<file path="src/rtl/uart_pkg.sv">
// Purpose: shared types and constants for the UART transmit path.
// Latency: n/a (declarations only).
// Backpressure: n/a.
package uart_pkg;

  localparam int UART_DATA_W = 8;

  // Launch sequencer states for the transmit front-end
  typedef enum logic [1:0] {
    IDLE      = 2'd0,
    START     = 2'd1,
    WAIT_ACK  = 2'd2,
    WAIT_DONE = 2'd3
  } tx_state_t;

endpackage

</file>
<file path="src/rtl/sync_fifo.sv">
// Purpose: single-clock FIFO with registered occupancy count.
// Latency: a write is visible on rd_dat the cycle after wr_en; rd_dat shows the head combinationally.
// Backpressure: writes while full and reads while empty are ignored internally.
module sync_fifo #(
  parameter int DEPTH  = 16,
  parameter int ADDR_W = 4,
  parameter int WIDTH  = 8
) (
  input  logic              clk,
  input  logic              reset,
  input  logic              wr_en,
  input  logic [WIDTH-1:0]  wr_dat,
  input  logic              rd_en,
  output logic [WIDTH-1:0]  rd_dat,
  output logic              full,
  output logic              empty,
  output logic [ADDR_W:0]   level
);

  logic [WIDTH-1:0] mem [DEPTH];
  logic [ADDR_W:0]  wr_ptr;
  logic [ADDR_W:0]  rd_ptr;
  logic             wr_fire;
  logic             rd_fire;

  // The extra pointer MSB tells a full ring apart from an empty one
  assign empty   = (wr_ptr == rd_ptr);
  assign full    = (wr_ptr[ADDR_W] != rd_ptr[ADDR_W]) &&
                   (wr_ptr[ADDR_W-1:0] == rd_ptr[ADDR_W-1:0]);
  assign wr_fire = wr_en && !full;
  assign rd_fire = rd_en && !empty;
  assign rd_dat  = mem[rd_ptr[ADDR_W-1:0]];

  // Storage array; contents deliberately left unreset
  always_ff @(posedge clk) begin
    if (wr_fire) begin
      mem[wr_ptr[ADDR_W-1:0]] <= wr_dat;
    end
  end

  // Pointer advance and occupancy count
  always_ff @(posedge clk or negedge reset) begin
    if (!reset) begin
      wr_ptr <= '0;
      rd_ptr <= '0;
      level  <= '0;
    end else begin
      if (wr_fire) wr_ptr <= wr_ptr + (ADDR_W+1)'(1);
      if (rd_fire) rd_ptr <= rd_ptr + (ADDR_W+1)'(1);
      case ({wr_fire, rd_fire})
        2'b10:   level <= level + (ADDR_W+1)'(1);
        2'b01:   level <= level - (ADDR_W+1)'(1);
        default: level <= level;
      endcase
    end
  end

endmodule

</file>
<file path="src/rtl/uart_tx_fifo.sv">
// Purpose: buffers host bytes and launches them one at a time into the UART transmitter.
// Latency: byte pushed into an idle, empty queue shows on tx_start/tx_data two cycles later.
// Backpressure: in_ready drops when full; a push while full is dropped and flags overflow.
module uart_tx_fifo
  import uart_pkg::*;
#(
  parameter int DEPTH       = 16,
  parameter int ADDR_W      = 4,
  parameter int ACK_TIMEOUT = 8
) (
  input  logic                   clk,
  input  logic                   reset,
  input  logic                   in_valid,
  input  logic [UART_DATA_W-1:0] in_data,
  output logic                   in_ready,
  input  logic                   tx_busy,
  output logic                   tx_start,
  output logic [UART_DATA_W-1:0] tx_data,
  output logic [ADDR_W:0]        level,
  output logic                   overflow,
  input  logic                   clr_ovf
);

  localparam int TMR_W = $clog2(ACK_TIMEOUT + 1);
  localparam logic [TMR_W-1:0] TMR_LOAD = TMR_W'(ACK_TIMEOUT);

  tx_state_t              state;
  logic [TMR_W-1:0]       timer;
  logic                   fifo_full;
  logic                   fifo_empty;
  logic [UART_DATA_W-1:0] head_dat;
  logic                   pop_en;

  assign in_ready = !fifo_full;

  // Pop only when leaving IDLE, so the FIFO head is consumed exactly once per launch
  assign pop_en = (state == IDLE) && !fifo_empty && !tx_busy;

  sync_fifo #(
    .DEPTH  (DEPTH),
    .ADDR_W (ADDR_W),
    .WIDTH  (UART_DATA_W)
  ) u_fifo (
    .clk    (clk),
    .reset  (reset),
    .wr_en  (in_valid),
    .wr_dat (in_data),
    .rd_en  (pop_en),
    .rd_dat (head_dat),
    .full   (fifo_full),
    .empty  (fifo_empty),
    .level  (level)
  );

  // Sticky overflow; a fresh overflow wins over a same-cycle clear
  always_ff @(posedge clk or negedge reset) begin
    if (!reset) begin
      overflow <= 1'b0;
    end else if (in_valid && fifo_full) begin
      overflow <= 1'b1;
    end else if (clr_ovf) begin
      overflow <= 1'b0;
    end
  end

  // Launch sequencer: pop, pulse tx_start, wait for the UART to acknowledge and finish
  always_ff @(posedge clk or negedge reset) begin
    if (!reset) begin
      state    <= IDLE;
      timer    <= '0;
      tx_start <= 1'b0;
      tx_data  <= '0;
    end else begin
      case (state)
        IDLE: begin
          if (pop_en) begin
            tx_data  <= head_dat;
            tx_start <= 1'b1;
            state    <= START;
          end
        end
        START: begin
          tx_start <= 1'b0;
          timer    <= TMR_LOAD;
          state    <= WAIT_ACK;
        end
        WAIT_ACK: begin
          // No acknowledge within the window: the byte is abandoned, never re-sent
          if (tx_busy) begin
            state <= WAIT_DONE;
          end else begin
            timer <= timer - TMR_W'(1);
            if (timer <= TMR_W'(1)) state <= IDLE;
          end
        end
        WAIT_DONE: begin
          if (!tx_busy) state <= IDLE;
        end
        default: state <= IDLE;
      endcase
    end
  end

endmodule
</file>
<file path="config.mk">
export PLATFORM = sky130hd
export DESIGN_NAME = uart_tx_fifo
export DESIGN_NICKNAME = d
export VERILOG_FILES = /design/src/rtl/uart_pkg.sv /design/src/rtl/sync_fifo.sv /design/src/rtl/uart_tx_fifo.sv
export SDC_FILE = /design/constraint.sdc
export NUM_CORES = 1
export LEC_CHECK = 0
export CORE_MARGIN = 5
export CORE_UTILIZATION = 25
export CTS_BUF_LIST = sky130_fd_sc_hd__clkbuf_8
export DETAILED_ROUTE_END_ITERATION = 6
export PLACE_DENSITY_LB_ADDON = 0.08
export SETUP_SLACK_MARGIN = 0.15
export SKIP_LAST_GASP = 1
export SYNTH_ARGS = -nofsm -noshare
export SYNTH_HDL_FRONTEND = slang
export SYNTH_SLANG_ARGS = --single-unit
export TNS_END_PERCENT = 20
</file>
<file path="constraint.sdc">
create_clock -name clk -period 6 [get_ports clk]
set_input_delay 0.9 -clock clk [delete_from_list [all_inputs] [get_ports clk]]
set_output_delay 0.9 -clock clk [all_outputs]
set_load 0.03 [all_outputs]
</file>
# Yosys cells after proc, flatten, opt, wreduce, memory -nomap -nowiden
# Memory sizes are Yosys's and may differ from the RTL's. A register that Yosys moved wholly into a read port is not among the register bits.
# Cells that the tools add are included.
# totals
ff_bits	23
out_inout_bits	16
in_bits	13
ram_bits	128
romBits	0
n_memories	1
latch_bits	0
# op_classes
n_lt_le_gt_ge	1
multipliers	0
reduce_logical	19
n_addsub	5
n_shift	0
bitwise_logic	0
n_mux	14
n_eq_ne	12
div_mod_pow	0
# memory_table
name	words	width	read_ports	rd_ports_with_merged_regs	wr	line	rtl
u_fifo.mem	16	8	1	1	1	sync_fifo.sv:20	logic [WIDTH-1:0] mem [DEPTH];
# ops
operator	count
$add A5 B1 Y5 const B	3
$pmux W5 S2	1
$mux W2	4
$pmux W2 S4	1
$pmux W4 S2	1
$reduce_bool A2 Y1	4
$eq A2 B2 Y1 const B	3
$logic_and A1 B1 Y1	6
$reduce_and A2 Y1	3
$eq A5 B5 Y1	1
$mux W1	5
$sub A5 B1 Y5 const B	1
$eq A2 B1 Y1 const B	2
$eq A4 B4 Y1	1
$le A4 B1 Y1 const B	1
$logic_not A1 Y1	4
$mux W4	1
$ne A2 B2 Y1 const B	2
$sub A4 B1 Y4 const B	1
$ne A3 B3 Y1 const B	1
$reduce_and A3 Y1	1
$logic_not A2 Y1	1
$ne A2 B1 Y1 const B	1
$pmux W1 S2	1
$ne A1 B1 Y1	1

# Depth between registers and ports, before layout
# depth
depth_word	7
mapped_depth	15
mapped_depth_nobuf	12

# Modules after synthesis
# From an unflattened synthesis, not the netlist that was laid out.
# hier_totals
cells_unflattened	375
area_unflattened_um2	6734.0
# by_module_without_submodules
mod	instances	area_each_um2	cells_per_inst
sync_fifo	1	5943.2	311
uart_tx_fifo	1	790.8	64

# Least setup slack after synthesis
# OpenSTA, ideal clock, no wires.
# synth_path
path_kind	flip-flop to flip-flop
from	register u_fifo.rd_ptr[0]
to	register u_fifo.level[4]
setup_ps	80
path_buffers	3
path_slack_ps	3019
synth_period_minus_slack_ps	2981
arrival_ps	2900
path_stages_with_launch	15
cell_sequence	dfrtp_1 > buf_4 > xor2_1 > nor4_2 > a21boi_0 > clkbuf_1 > inv_1 > ha_1 > clkbuf_1 > xor2_1 > ha_1 > a31oi_1 > or2_2 > a21oi_1 > xor2_1
# synth_via
elab_chain_len	7
# synth_rtl
item	line	rtl
start: declaration	sync_fifo.sv:22	logic [ADDR_W:0] rd_ptr;
start signal: assignment	sync_fifo.sv:49	if (rd_fire) rd_ptr <= rd_ptr + (ADDR_W+1)'(1);
$eq A5 B5 Y1	sync_fifo.sv:27	assign empty = (wr_ptr == rd_ptr);
$logic_not A1 Y1	sync_fifo.sv:31, uart_tx_fifo.sv:37	
$logic_and A1 B1 Y1 (2 in series)	uart_tx_fifo.sv:37	assign pop_en = (state == IDLE) && !fifo_empty && !tx_busy;
$logic_and A1 B1 Y1	sync_fifo.sv:31	assign rd_fire = rd_en && !empty;
$eq A2 B1 Y1 / $eq A2 B2 Y1 (equally long branches)	sync_fifo.sv:50	case ({wr_fire, rd_fire})
$pmux W5 S2 / $reduce_bool A2 Y1 (equally long branches)	-	
end signal: assignment	sync_fifo.sv:51	2'b10: level <= level + (ADDR_W+1)'(1);
end signal: assignment	sync_fifo.sv:52	2'b01: level <= level - (ADDR_W+1)'(1);
end signal: assignment	sync_fifo.sv:53	default: level <= level;
end: declaration	sync_fifo.sv:17	output logic [ADDR_W:0] level
# Several ways; a longest one is shown, not always the timed one.
# A chain may end at the register's enable or synchronous reset.

# Worst setup path in the final report
# layout_path
from	register u_fifo.rd_ptr[2]
to	register u_fifo.level[4]
# layout_via
elab_chain_len	7
# layout_rtl
item	line	rtl
$eq A5 B5 Y1 (*)	sync_fifo.sv:27	
$logic_not A1 Y1 (*)	sync_fifo.sv:31, uart_tx_fifo.sv:37	
$logic_and A1 B1 Y1 (2 in series)	uart_tx_fifo.sv:37	
$logic_and A1 B1 Y1 (*)	sync_fifo.sv:31	
named net u_fifo.rd_fire	sync_fifo.sv:24	logic rd_fire;
$eq A2 B1 Y1 / $eq A2 B2 Y1 (equally long branches)	sync_fifo.sv:50	
$pmux W5 S2 / $reduce_bool A2 Y1 (equally long branches)	-	
# Mark *: on every way through the listed nets, which the timed path passes. The rest lies on a longest branch.

==> impl_results.md <==
- Register area share after synthesis: 71.03%
- Hpwl dp: 9666 um
- Worst reg2reg setup slack: 2.19 ns
- Largest net degree at the start of global routing: 37
- Total Wirelength: 15,440 um
- DR WL/cell: 20.67 um
- Row Count: 59
- Final slew viol count: 0
- Area contributors post-synth: edfxtp_1, dfrtp_1, mux4_2, ha_1, a22oi_1
- Yosys reg bits: 159
- Initial antenna violation count: 0
- Syn_nets: 394
- Max Cap Viol: 0
- Achievable Freq: 262.8 MHz
- WS Path Type: flop to flop
- Clock Tree Buf Depth: 2
- Req. time, crit path: 6.38 ns
- Final Hold Fails: 0
- Number of global-route vias before repair: 3,476
- VDD IR max: 182.6 uV
- DRT antenna net count: 0
- Pwr dens: 468.0 mW/mm^2
- Post-Syn Instances: 370
- Placer Congestion: 0.7709
- Input/output buffers: 28
- CP Launch Type: flop
- H-tree depth: 4
- Setup TNS: 0 ns
- Mean post-synth cell area: 17.58 um^2
- # diodes: 0
- Sinks on Clock Net: 159
- Final core occ: 29.00%
- Root Driver: clkbuf_8
- Clock-pin slew on the worst setup and hold paths: 0.09 ns
- Post-synthesis cell type count: 39
- Synth area leader: edfxtp_1
- Worst Hold Class: flop to flop
- DRC violations left: 0
- First-pass GRT wire length: 23,240 um
- Hold depth: 1
- Core area: 0.02584 mm^2
- Asr flop ratio synth: 19.50%
- CP Max Fanout: 36
- DR vias/cell: 4.479
- Data arrival time of the worst path: 4.18 ns
- Cts hold-fix bufs: 0
- TritonCTS clock tree: done
- Final Skew: 0.01727 ns
- 1st-iter DRT viols: 199
- Die Y: 171.3 um
- Tmin final: 3.805 ns
- DRT Pass-1 Iters: 4
- Post-synth EDFFs: 128
- Die footprint: 0.02934 mm^2
- Initial Util: 25.17%
- Area Overhead vs Synth: 15.20%
- I/O Pins: 29
- CP endpoint kind: flop
- Synth top area share: 59.10%
- Congestion Overflow GR: 0
- Main synth FF type: edfxtp_1
- Worst Reg2Reg Path Length in Cells: 13
- Postcts setup bufs: 0
- Leakage: 0.002582 uW
- RSZ-0062 raised after global routing: no
- Total GRT Usage: 11.06%
- Fillcell total: 2,576
- Hold Slack: 0.4650 ns
- Post_cts resized: 0
- Clock Latency Late Sink: 0.45 ns
- Worst-Margin Slew: 0.8300 ns
- Final Setup Violations: 0
- Via count: 3,346
- Relative slew margins: 44.37%
- Chip width: 171.3 um
- Mapped Area: 0.006504 mm^2
- Syn. warnings: 0
- Share of cells above drive strength 1: 17.72%
- Outcome: complete, no violations
- Final net count: 423
- Crit share post-route: 63.42%
- CTS Buf Count: 17
==> synthesized netlist by cell type (all sizes together) (4+ instances only) <==
master,count
edfxtp,128
mux4,32
dfrtp,31
a22oi,17
nand2,16
and3,15
xor2,13
a21oi,12
buf,12
ha,11
o21ai,10
a21o,9
clkbuf,9
inv,9
xnor2,8
nor2,6
nand3,5
nor2b,4
==> metal layers <==
layer | global-route usage, % | part of all wire (%) | vias up
li1 | - | - | 1508
met1 | 15.57 | 47 | 1755
met2 | 17.06 | 47 | 72
met3 | 2.965 | 4.9 | 11
met4 | 2.859 | 1.1 | 0
met5 | 0 | 0 | -
==> state kept, by name (all words and copies together) (netlist names) <==
register,count
tx_start,1
overflow,1
u_fifo.mem,128
timer,4
u_fifo.wr_ptr,5
state,2
u_fifo.rd_ptr,5
u_fifo.level,5
tx_data,8
==> power breakdown <==
group          internal [uW]  total (uW)  switching [uW]
clock                    333         758             425
combinational            520        1210             694
sequential              1380        1530             152
total                   2240        3510            1270
==> kinds of logic after synthesis <==
kind of cell / Yosys count / synth area share, %
AOI/OAI and AO/OA: 56 / 5.733
adders and majority gates: 11 / 2.116
and+or+nand+nor: 60 / 4.925
buffers and inverters: 30 / 2.116
xor gates and xnor gates: 21 / 2.828
muxes: 33 / 11.25
DFF: 159 / 71.03
==> worst paths after layout <==
kind                                   from                to
min in group asynchronous             reset        tx_data[7]
min reg2reg                 u_fifo.level[4]   u_fifo.level[4]
min                         u_fifo.level[4]   u_fifo.level[4]
max in group asynchronous             reset  u_fifo.rd_ptr[0]
max reg2reg                u_fifo.rd_ptr[2]   u_fifo.level[4]
max                        u_fifo.rd_ptr[2]   u_fifo.level[4]
==> cell type report <==
cell class	instances	area, um^2	share of cell area, %
Timing Repair Buffer	31	297.8	3.975
Sequential cell	159	4621	61.67
Clock buffer	17	234.0	3.123
Multi-Input combinational cell	181	1752	23.38
Clock inverter	15	135.1	1.804
Tap cell	335	419.2	5.595
Inverter	9	33.78	0.4509
==> layout by cell type (no fill, tap or decap), types with 2 or more instances in the layout <==
| master | n |
|---|---|
| a21oi_1 | 12 |
| ha_1 | 11 |
| and2_1 | 2 |
| dfrtp_1 | 30 |
| nand3b_1 | 2 |
| edfxtp_1 | 128 |
| clkinvlp_4 | 4 |
| clkbuf_8 | 17 |
| inv_6 | 6 |
| clkinv_2 | 2 |
| a21o_1 | 9 |
| nand2_1 | 16 |
| nand3_1 | 5 |
| nor2b_1 | 4 |
| xor2_1 | 13 |
| mux4_2 | 32 |
| nand2b_1 | 2 |
| a22o_1 | 2 |
| nand4_1 | 2 |
| clkdlybuf4s50_1 | 27 |
| xnor2_1 | 8 |
| a22oi_1 | 17 |
| and3_1 | 15 |
| o21ai_0 | 10 |
| nor2_1 | 6 |
| buf_4 | 3 |
| inv_1 | 9 |
==> stage by stage <==
stage / instances / power (uW) / worst slack, ns / cell area [um^2]
after floorplan: 370 / 2381 / 3.019 / 6504
after global placement: 715 / 2814 / 2.186 / 7123
after detailed placement: 715 / 2810 / 2.092 / 7123
after CTS: 747 / 3580 / 2.088 / 7492
after global routing: 747 / 3740 / 1.789 / 7492
final: 747 / 3507 / 2.195 / 7492
==> critical path, cell delays in order, from the launching register on <==
cell      delay [ns]
dfrtp_1         0.33
buf_4           0.49
xor2_1          0.15
nor4_2          0.41
a2111o_1        0.73
inv_2           0.15
ha_1            0.35
xor2_1          0.20
ha_1            0.23
o21a_1          0.18
o21ai_0         0.14
nand3b_1        0.09
a21oi_1         0.15
xor2_1          0.15
Power figures use the tool's default switching activity.
